[src/rtl/cereal_rx.sv]
// Serial byte receiver (start/8N/stop, LSB first) feeding a 4-entry FIFO on a valid/ready port.
// Byte visible one cycle after the stop sample; a full FIFO drops the byte and sets sticky overflow.
module cereal_rx #(
    parameter int CLKS_PER_BIT = 868
) (
    input  logic       sysclk,
    input  logic       reset,
    input  logic       serialIn,
    input  logic       rd_ready,
    output logic [7:0] data,
    output logic       valid,
    output logic [2:0] count,
    output logic       busy,
    output logic       frame_err,
    output logic       overflow
);
    localparam int CW = $clog2(CLKS_PER_BIT);
    localparam logic [CW-1:0] HALF = CW'(CLKS_PER_BIT / 2 - 1);
    localparam logic [CW-1:0] FULL = CW'(CLKS_PER_BIT - 1);

    typedef enum logic [2:0] {S_IDLE, S_START, S_DATA, S_STOP, S_BREAK} state_t;

    state_t          state, state_nx;
    logic            rx_m, rx_s;
    logic [CW-1:0]   cnt;
    logic [2:0]      idx;
    logic [7:0]      shift;
    logic            tick, push, ferr_d, busy_d;

    logic [7:0]      mem [4];
    logic [1:0]      rptr, wptr, rptr_nx;
    logic [2:0]      count_nx;
    logic            pop, push_ok;

    always_ff @(posedge sysclk) begin
        if (reset) begin
            rx_m <= 1'b1;
            rx_s <= 1'b1;
        end else begin
            rx_m <= serialIn;
            rx_s <= rx_m;
        end
    end

    assign tick = (cnt == '0);

    always_ff @(posedge sysclk) begin
        if (reset) state <= S_BREAK;
        else       state <= state_nx;
    end

    always_comb begin
        state_nx = state;
        case (state)
            S_IDLE:  if (!rx_s) state_nx = S_START;
            S_START: if (tick) state_nx = rx_s ? S_IDLE : S_DATA;
            S_DATA:  if (tick && idx == 3'd7) state_nx = S_STOP;
            S_STOP:  if (tick) state_nx = rx_s ? S_IDLE : S_BREAK;
            S_BREAK: if (rx_s) state_nx = S_IDLE;
            default: state_nx = S_BREAK;
        endcase
    end

    always_comb begin
        push   = (state == S_STOP) && tick && rx_s;
        ferr_d = (state == S_STOP) && tick && !rx_s;
        busy_d = (state_nx != S_IDLE);
    end

    // Counter reloads on every state entry and at each bit boundary inside DATA.
    always_ff @(posedge sysclk) begin
        if (reset) begin
            cnt       <= '0;
            idx       <= '0;
            shift     <= '0;
            frame_err <= 1'b0;
            busy      <= 1'b0;
        end else begin
            frame_err <= ferr_d;
            busy      <= busy_d;
            if (state_nx != state || tick)
                cnt <= (state_nx == S_START) ? HALF : FULL;
            else
                cnt <= cnt - 1'b1;
            if (state != S_DATA)
                idx <= '0;
            else if (tick) begin
                idx        <= idx + 1'b1;
                shift[idx] <= rx_s;
            end
        end
    end

    assign pop     = valid && rd_ready;
    assign push_ok = push && (count != 3'd4 || pop);
    assign rptr_nx = pop ? rptr + 1'b1 : rptr;

    always_comb begin
        case ({push_ok, pop})
            2'b10:   count_nx = count + 3'd1;
            2'b01:   count_nx = count - 3'd1;
            default: count_nx = count;
        endcase
    end

    // Head register bypasses the array when the new head is the byte being written now.
    always_ff @(posedge sysclk) begin
        if (reset) begin
            for (int i = 0; i < 4; i++) mem[i] <= '0;
            rptr     <= '0;
            wptr     <= '0;
            count    <= '0;
            valid    <= 1'b0;
            data     <= '0;
            overflow <= 1'b0;
        end else begin
            if (push_ok) begin
                mem[wptr] <= shift;
                wptr      <= wptr + 1'b1;
            end
            rptr  <= rptr_nx;
            count <= count_nx;
            valid <= (count_nx != 3'd0);
            data  <= (push_ok && rptr_nx == wptr) ? shift : mem[rptr_nx];
            if (push && !push_ok) overflow <= 1'b1;
        end
    end
endmodule

[config.mk]
export PLATFORM = sky130hd
export DESIGN_NAME = cereal_rx
export DESIGN_NICKNAME = d
export VERILOG_FILES = /design/src/rtl/cereal_rx.sv
export SDC_FILE = /design/constraint.sdc
export NUM_CORES = 1
export LEC_CHECK = 0
export CELL_PAD_IN_SITES_DETAIL_PLACEMENT = 0
export CELL_PAD_IN_SITES_GLOBAL_PLACEMENT = 1
export CORE_MARGIN = 5
export CORE_UTILIZATION = 45
export CTS_CLUSTER_SIZE = 20
export DETAILED_ROUTE_END_ITERATION = 7
export PLACE_DENSITY_LB_ADDON = 0.1
export SLEW_MARGIN = 20
export SYNTH_ARGS = -nofsm -noshare
export SYNTH_HDL_FRONTEND = slang
export SYNTH_SLANG_ARGS = --single-unit
[constraint.sdc]
create_clock -name sysclk -period 2.9 [get_ports sysclk]
set_input_delay 0.58 -clock sysclk [delete_from_list [all_inputs] [get_ports sysclk]]
set_output_delay 0.58 -clock sysclk [all_outputs]
set_load 0.02 [all_outputs]
Word-level counts from Yosys, hierarchy flattened
Memory sizes are Yosys's and may differ from the RTL's. A register that Yosys moved wholly into a read port is not among the register bits.
Index checks and enable logic that the tools add are counted.
{ "op_classes": {"order_cmp": 2, "n_reduce_logical": 19, "bitwise_logic": 1, "add_sub_neg": 6, "n_mux": 23, "n_eq_ne": 11} }
{ "ops": {"columns": ["op", "count"], "rows": [
  ["$mux W10", 2],
  ["$mux W3", 6],
  ["$pmux W3 S5", 1],
  ["$logic_not A10 Y1", 1],
  ["$sub A10 B1 Y10 const B", 1],
  ["$bwmux W8", 1],
  ["$logic_and A1 B1 Y1", 8],
  ["$mux W8", 1],
  ["$reduce_or A8 Y1", 1],
  ["$mux W1", 7],
  ["$add A3 B1 Y3 const B", 2],
  ["$eq A3 B1 Y1 const B", 2],
  ["$eq A3 B2 Y1 const B", 2],
  ["$eq A3 B3 Y1 const B", 2],
  ["$mux W2", 3],
  ["$pmux W3 S2", 1],
  ["$reduce_bool A3 Y1", 2],
  ["$add A2 B1 Y2 const B", 2],
  ["$lt A3 B4 Y1 const B", 1],
  ["$demux W1 S3", 1],
  ["$ge A3 B1 Y1 const B", 1],
  ["$logic_not A3 Y1", 1],
  ["$ne A3 B2 Y1 const B", 1],
  ["$ne A3 B3 Y1", 1],
  ["9 further kinds", 11]
]} }
{ "word_totals": {"mem_bits_rw": 32, "reg_bits": 37, "in_bits": 4, "mem_count": 1, "word_cells": 76, "out_inout_bits": 15} }
{ "mem_list": {"columns": ["memory", "depth", "width", "read_ports", "rd_clocked_by_memory_dff", "write_ports", "line", "text"], "rows": [
  ["mem", 4, 8, 1, 1, 4, "30", "logic [7:0] mem [4];"]
]} }

Longest topological paths before layout
Gate-level depths: netlist (run 1).
{ "logic_depth": {"ltp_word": 9, "depth_mapped": 12, "mapped_depth_nobuf": 11} }

Worst setup path after synthesis (run 1)
OpenSTA, ideal clock, no wires.
{ "synth_timing": {"kind": "register to register", "startpoint": "register cnt[5]", "endpoint": "memory mem[2][0], enable pin", "arrival_time_ps": 2269, "setup_slack_ps": 247, "setup_ps": 384, "t_required_ps": 2516, "path_buffers": 1, "period_less_slack_ps": 2653, "path_stages_with_launch": 6, "cell_sequence": "dfxtp_1 -> or4_1 -> buf_2 -> a311oi_4 -> nand2_2 -> o21ai_0"} }
{ "synth_lines": {"columns": ["item", "line", "text"], "rows": [
  ["start: declaration", "25", "logic [CW-1:0] cnt;"],
  ["start signal: assignment", "82", "cnt <= (state_nx == S_START) ? HALF : FULL;"],
  ["start signal: assignment", "84", "cnt <= cnt - 1'b1;"],
  ["end: declaration", "30", null]
]} }

Worst setup path after layout (run 1)
{ "layout_timing": {"startpoint": "register cnt[5]", "endpoint": "register valid"} }
{ "layout_via": {"elab_chain_cells": 7, "word_cells_on_any_way": 8, "classes_between": "eq/ne: 2; mux: 1; reduce/logical: 5"} }
{ "layout_rtl": {"columns": ["item", "line", "text"], "rows": [
  ["$logic_not A10 Y1 *", "45", "assign tick = (cnt == '0);"],
  ["$logic_and A1 B1 Y1 * (2 in series)", "65", "push = (state == S_STOP) && tick && rx_s;"],
  ["$logic_and A1 B1 Y1 *", "95", "assign push_ok = push && (count != 3'd4 || pop);"],
  ["$eq A2 B1 Y1 / $eq A2 B2 Y1 (equally long branches)", "99", "case ({push_ok, pop})"],
  ["$pmux W3 S2 *", "99", null],
  ["$reduce_bool A3 Y1 *", "123", "valid <= (count_nx != 3'd0);"],
  ["end signal: assignment", "123", null],
  ["end: declaration", "11", "output logic valid,"]
]} }
Mark *: on every way between the ends. The rest lies on a longest branch, timed or not.
A chain may end at the register's enable or synchronous reset.

==> run_results.csv, run 1 <==
group,metric,value,unit
yosys,synth.distinct_cells,51,
yosys,yosys.cell_count.top_type,"dfxtp_1",
critical_path,required,3.11,ns
critical_path,startpoint_type,"register",
cts,cts_hold_buf,0,
timing,max_slew.worst_pin.slew,0.928,ns
placement,dp.cells,435,
detailed_routing,wl_met2,3200,microns
die,ios,19,
yosys,yosysTopAreaCell,"edfxtp_1",
placement,dp_hpwl,4940,microns
cells_and_area,stdcell_count,451,
yosys,synth_edf_count,32,
detailed_routing,drt-met1-wl,3220,microns
yosys,ys.flop_type,"dfxtp_1",
critical_path,cpPeakStageDelay,0.71,ns
critical_path,path_max_fanout,5,
pwr,ir_drop,0.000339,V
placement,place_congestion,0.763,
critical_path,end_kind,"register",
critical_path,r2r-start,"cnt[5]$_SDFF_PP0_",
detailed_routing,totalWireLength,6870,microns
detailed_routing,num_vias,2368,
yosys,synth_warnings,0,
timing,max_freq,0.391,GHz
grt,track_usage,14.6,%
timing,finClkSkew,0.0100,ns
critical_path,path_buf_inv,1,
cells_and_area,drive_gt1_share,14.9,%
cts,cts.clk_slew.worst_paths,0.08,ns
detailed_routing,wl_per_cell,15.2,microns
run_status,status,"finished clean",
cts,cts_resized,0,
cts,clockBufferDepth,2,
timing,fin_crit,2.56,ns
timing,setup_tns,0,ns
yosys,async_flop_share,0,%
min_path,hold-path-cell-count,1,
grt,grt_pass1_vias,2177,
yosys,synth.top_cells.by_area,"edfxtp_1 (27%), dfxtp_1 (26%), and2_1 (5.9%)",
grt,grt_start_max_net_pins,38,
detailed_routing,top_layer_used,"met4",
yosys,netlist.area_leader.share,27.2,%
detailed_routing,firstDrtPassIters,4,
yosys,synth_seq_cells,77,
cts,clk_latency,0.34,ns
yosys,ys_seq_area_share,52.8,%
timing,setup_viol_count_final,0,
min_path,holdPathEnd,"rx_s$_SDFF_PP1_",
pwr,power_density,527,nW/um^2
yosys,synthesis.area,3530,sq um
critical_path,critPathKind,"reg2reg",
detailed_routing,met3_length,356,microns
critical_path,crit_slowest_cell,"or4_1",
timing,period_share,88.1,%
timing,slew_violations,0,
die,coreArea,7690,sq um
cts,cts_buffers,9,
grt,antenna_found_initial,0,
die,rows,32,
critical_path,critPathArrivalTime,2.77,ns
cts,post_cts_buffers,0,
die,die_w,98.5,microns
die,dieArea,9710,sq um
cts,cts_root_buffer,"clkbuf_8",
cells_and_area,diodes,0,
pwr,power.leakage,1.53,nW
timing,holdWs,0.413,ns
yosys,synthCells,315,
min_path,worstHoldPathType,"reg2reg",
critical_path,r2r_end,"valid$_SDFF_PP0_",
detailed_routing,viasPerCell,5.25,
cells_and_area,layout.nets,353,
cells_and_area,area_delta_synth_final,16.0,%
yosys,synth.top_cells.by_count,"dfxtp_1 (45), nor2_1 (35), and2_1 (33)",
grt,grt_pass1_wl,11300,microns
critical_path,reg2reg_depth,10,
critical_path,crit_chain,"or4_1, a311oi_4, nand2_2, ha_1, inv_1, fa_1, xor2_1, nor2_1, xnor2_1, a31oi_1",
timing,rsz0062_at_grt,"false",
die,start_util,45.9,%
cts,htreeDepth,3,
timing,finalHoldViolations,0,
yosys,synth_nets,324,
placement,io_buffers,18,
detailed_routing,drtIter0Drc,97,
grt,overflow,0,
timing,relSlewSlack,37.7,%
min_path,holdCritStartpoint,"rx_m$_SDFF_PP1_",
yosys,avgSynthCellArea,11.2,sq um
critical_path,crit_family,"simple AND/OR/NAND/NOR gates",
cts,cts_tree,"done",
flow_run,cap_violations,0,
detailed_routing,drc,0,
detailed_routing,postRouteAntennaNets,0,
cts,cts_sinks,77,
critical_path,rrSetupSlack,0.34,ns
die,die_h,98.5,microns
cells in the final DEF, fill, tap and decap left out, types with 2 or more instances in the layout:
master,count
o41a_1,4
mux4_2,8
dfxtp_1,45
a21oi_1,16
o211ai_1,2
nand2b_1,3
o21ai_0,9
nor2_1,35
a31oi_1,3
nor3_1,6
or4_1,2
o21a_1,5
xnor2_1,8
nand3_1,9
nand4b_1,3
nand4_1,2
and3_1,4
inv_1,8
ha_1,4
and2_1,33
clkinv_1,3
or3_1,4
mux2i_1,11
or2_2,7
buf_4,15
nand2_1,4
edfxtp_1,32
clkdlybuf4s50_1,18
clkbuf_8,11
o31ai_1,2
xor2_1,7
nor4_1,3
worst register-to-register path, stage by stage, from the launching register on:
cell and delay, ns:
dfxtp_1 0.35, or4_1 0.71, a311oi_4 0.34, nand2_2 0.09
ha_1 0.22, inv_1 0.07, fa_1 0.17, xor2_1 0.14
nor2_1 0.06, xnor2_1 0.18, a31oi_1 0.10
kinds of logic (layout without fill, tap and decap cells):
logic type	after synthesis	in the layout	share of synthesized area, %
AOI/OAI and AO/OA	49	49	9.93
xor gates and xnor gates	15	15	3.72
adders and majority gates	5	5	1.99
buffers and inverters	24	58	2.63
DFF	77	77	52.8
muxes	19	19	8.23
and+or+nand+nor	126	126	20.7
worst max-delay path by stage:
stage | from | end | slack, ns | depth (start not counted)
floorplan | cnt[5]$_SDFF_PP0_ | mem[2][0]$_SDFFCE_PN0P_ | 0.25 | 5
global placement | rd_ready | valid$_SDFF_PP0_ | 0.15 | 11
detailed placement | rd_ready | valid$_SDFF_PP0_ | 0.12 | 11
CTS | cnt[5]$_SDFF_PP0_ | valid$_SDFF_PP0_ | 0.32 | 10
global route | cnt[5]$_SDFF_PP0_ | valid$_SDFF_PP0_ | 0.17 | 9
finish | cnt[5]$_SDFF_PP0_ | valid$_SDFF_PP0_ | 0.34 | 10
cell type report:
| type | count | area, sq um |
|---|---|---|
| Inverter | 9 | 33.8 |
| Clock inverter | 4 | 46.3 |
| Timing Repair Buffer | 33 | 293 |
| Sequential cell | 77 | 1860 |
| Fill cell | 710 | 3600 |
| Tap cell | 102 | 128 |
| Clock buffer | 12 | 155 |
| Multi-Input combinational cell | 214 | 1570 |
flip-flops by register name, indices dropped and copies added, names as in the netlist:
name,cells
rptr,2
overflow,1
rx_m,1
valid,1
mem,32
frame_err,1
busy,1
shift,8
data,8
rx_s,1
state,3
wptr,2
cnt,10
idx,3
count,3
power breakdown:
part           total [W]  internal (W)  switching, W
logic           0.000159     0.0000706     0.0000884
registers        0.00119       0.00116     0.0000284
clock network   0.000804      0.000441      0.000363
metal layers:
layer  track usage, %  vias up
met5                0        -
met1             19.2     1104
met3             4.95        8
met2             23.0       59
met4             3.99        0
li1                 -     1197
metrics by stage:
stage,worst slack [ns],utilization [%],total power [W],cell area [sq um]
6_report,0.345,53.2,0.00215,4090
5_1_grt,0.167,53.2,0.00225,4090
4_1_cts,0.319,53.2,0.00218,4090
3_5_place_dp,0.118,50.6,0.00138,3890
3_3_place_gp,0.152,50.6,0.00137,3890
2_1_floorplan,0.247,-,0.00133,3530
Power figures use the tool's default switching activity.
==> inputs of run 2 (changes only) <==
--- a/config.mk
+++ b/config.mk
@@ -7,12 +7,12 @@
 export LEC_CHECK = 0
 export CELL_PAD_IN_SITES_DETAIL_PLACEMENT = 0
 export CELL_PAD_IN_SITES_GLOBAL_PLACEMENT = 1
-export CORE_MARGIN = 5
+export CORE_MARGIN = 2
 export CORE_UTILIZATION = 45
 export CTS_CLUSTER_SIZE = 20
 export DETAILED_ROUTE_END_ITERATION = 7
 export PLACE_DENSITY_LB_ADDON = 0.1
-export SLEW_MARGIN = 20
+export SLEW_MARGIN = 0
 export SYNTH_ARGS = -nofsm -noshare
 export SYNTH_HDL_FRONTEND = slang
 export SYNTH_SLANG_ARGS = --single-unit
==> constraint.sdc (replaced) <==
create_clock -name sysclk -period 2.5 [get_ports sysclk]
set_input_delay 0.5 -clock sysclk [delete_from_list [all_inputs] [get_ports sysclk]]
set_output_delay 0.5 -clock sysclk [all_outputs]
set_load 0.02 [all_outputs]
==> run 2 against run 1 <==
Compared with the run above:
- clock skew shrank 0.0040 ns
- wire length increased by 5.0%
- critical path depth down 3
- worst setup slack worse by 0.19 ns
- combinational power rose by 33%
- die area fell by 12%
- clock power grew 20%
- largest power group unchanged
- core utilization is 1.8 points higher
==> run_results.csv, run 2 (synthesis results as in run 1) <==
group,metric,value,unit
cells_and_area,max_flop_register,"mem",
timing,setup_viol_count_final,0,
critical_path,rrSetupSlack,0.15,ns
min_path,holdCritStartpoint,"rx_m$_SDFF_PP1_",
cts,cts_tree,"done",
detailed_routing,num_vias,2424,
critical_path,critPathArrivalTime,2.58,ns
cells_and_area,drive_gt1_share,19.1,%
placement,place_congestion,0.783,
die,coreArea,7650,sq um
cells_and_area,diodes,0,
cts,clockBufferDepth,2,
pwr,p_switching,0.000640,W
timing,finClkSkew,0.00604,ns
grt,antenna_found_initial,0,
cts,cts_buffers,9,
cells_and_area,mostFrequentLayoutCell,"dfxtp_1",
cts,cts.clk_slew.worst_paths,0.08,ns
detailed_routing,postRouteAntennaNets,0,
cells_and_area,layout.nets,365,
critical_path,r2r_end,"state[0]$_SDFF_PP0_",
timing,relSlewSlack,33.4,%
critical_path,reg2reg_depth,7,
flow_run,cap_violations,0,
grt,track_usage,18.7,%
timing,holdWs,0.417,ns
timing,period_share,93.9,%
detailed_routing,drc,0,
die,die_w,92.5,microns
detailed_routing,firstDrtPassIters,4,
timing,max_slew.worst_pin.slew,0.992,ns
cells_and_area,mostFrequentLayoutCells,"dfxtp_1 (45), nor2_1 (35), and2_1 (33)",
min_path,hold-path-cell-count,1,
min_path,worstHoldPathType,"reg2reg",
pwr,power_frac_clock,37.8,%
detailed_routing,wl_per_cell,15.6,microns
die,ios,19,
grt,grt_pass1_vias,2364,
cts,htreeDepth,3,
pwr,power.leakage,1.59,nW
timing,fin_crit,2.35,ns
timing,max_freq,0.426,GHz
detailed_routing,viasPerCell,5.24,
pwr,power.internal,0.00191,W
cts,cts_sinks,77,
critical_path,critPathKind,"reg2reg",
critical_path,path_max_fanout,7,
die,die_h,92.5,microns
placement,dp.cells,447,
run_status,status,"finished clean",
cells_and_area,stdcell_count,463,
die,rows,32,
pwr,sequentialPowerShare,54.0,%
critical_path,startpoint_type,"register",
critical_path,crit_start,"cnt[0]$_SDFF_PP0_",
pwr,ir_drop,0.000340,V
cells_and_area,area_delta_synth_final,19.3,%
critical_path,end_kind,"register",
pwr,comb_power_share,8.2,%
detailed_routing,drtIter0Drc,77,
grt,overflow,0,
timing,finalHoldViolations,0,
cells_and_area,biggestRegsByFlops,"mem: 32 flops, cnt: 10 flops",
detailed_routing,totalWireLength,7220,microns
placement,dp_hpwl,5160,microns
die,dieArea,8560,sq um
timing,slew_violations,0,
die,start_util,46.1,%
grt,grt_start_max_net_pins,32,
cts,cts_root_buffer,"clkbuf_8",
grt,grt_pass1_wl,12200,microns
cells_and_area,largest_register_ffs,32,
critical_path,crit_path_end,"state[0]$_SDFF_PP0_",
placement,io_buffers,18,
critical_path,required,2.73,ns
pwr,power_density,607,nW/um^2
critical_path,r2r-start,"cnt[0]$_SDFF_PP0_",
cts,clk_latency,0.35,ns
pwr,p_sw_share,25.1,%
run 2: changes by cell type in the layout (fill, tap and decap cells not counted), sizes merged:
cell      previous run  this run
buf                 15        27
inv                  8        10
clkbuf              12         9
clkinvlp             0         1
run 2: per-layer routing:
metal  wire (microns)  GRT usage, %
met1             3590          25.6
met2             3260          29.6
met3              237          3.42
met4              126          7.46
met5                0             0
run 2: cell type report:
class / count / area, sq um
clock inverter: 7 / 73.8
multi-input combinational: 214 / 1590
tap: 102 / 128
inverter: 9 / 33.8
fill: 694 / 3440
sequential: 77 / 1860
timing repair buffer: 45 / 395
clock buffer: 9 / 124
run 2: how the worst min path moves through the flow:
stage                      end  slack, ns
2_1_floorplan  rx_s$_SDFF_PP1_       0.39
3_3_place_gp   rx_s$_SDFF_PP1_       0.40
3_5_place_dp   rx_s$_SDFF_PP1_       0.40
4_1_cts        rx_s$_SDFF_PP1_       0.42
5_1_grt        rx_s$_SDFF_PP1_       0.46
6_report       rx_s$_SDFF_PP1_       0.42
run 2: through the flow:
step / setup WS, ns / cell area [sq um] / total power, W / setup TNS (ns) / utilization (%)
floorplan: -0.0462 / 3550 / 0.00154 / -0.0462 / -
global placement: -0.0186 / 4000 / 0.00161 / -0.0186 / 52.4
detailed placement: -0.0372 / 4000 / 0.00162 / -0.197 / 52.4
CTS: 0.105 / 4200 / 0.00257 / 0 / 54.9
global route: -0.00878 / 4210 / 0.00266 / -0.00878 / 55.0
finish: 0.151 / 4210 / 0.00255 / 0 / 55.0
run 2: timing repair:
item / CTS / global route
hold buffers: 0 / 0
setup buffers: 0 / 0
gates resized for setup: 0 / 2
setup endpoints to repair: 0 / 2
run 2: power by group through the flow:
stage               combinational, W  clock (W)  sequential [W]
finish                      0.000211   0.000966         0.00138
global route                0.000233    0.00104         0.00139
detailed placement          0.000210          0         0.00141
floorplan                   0.000138          0         0.00141
global placement            0.000209          0         0.00141
CTS                         0.000211   0.000985         0.00138
run 2: critical path, cell delays in order (launching register included):
cell and delay, ns:
dfxtp_1 0.34, inv_1 0.06, ha_1 0.15, or4b_2 0.65
buf_4 0.19, nor3_4 0.30, a311oi_1 0.14, a2111oi_1 0.39
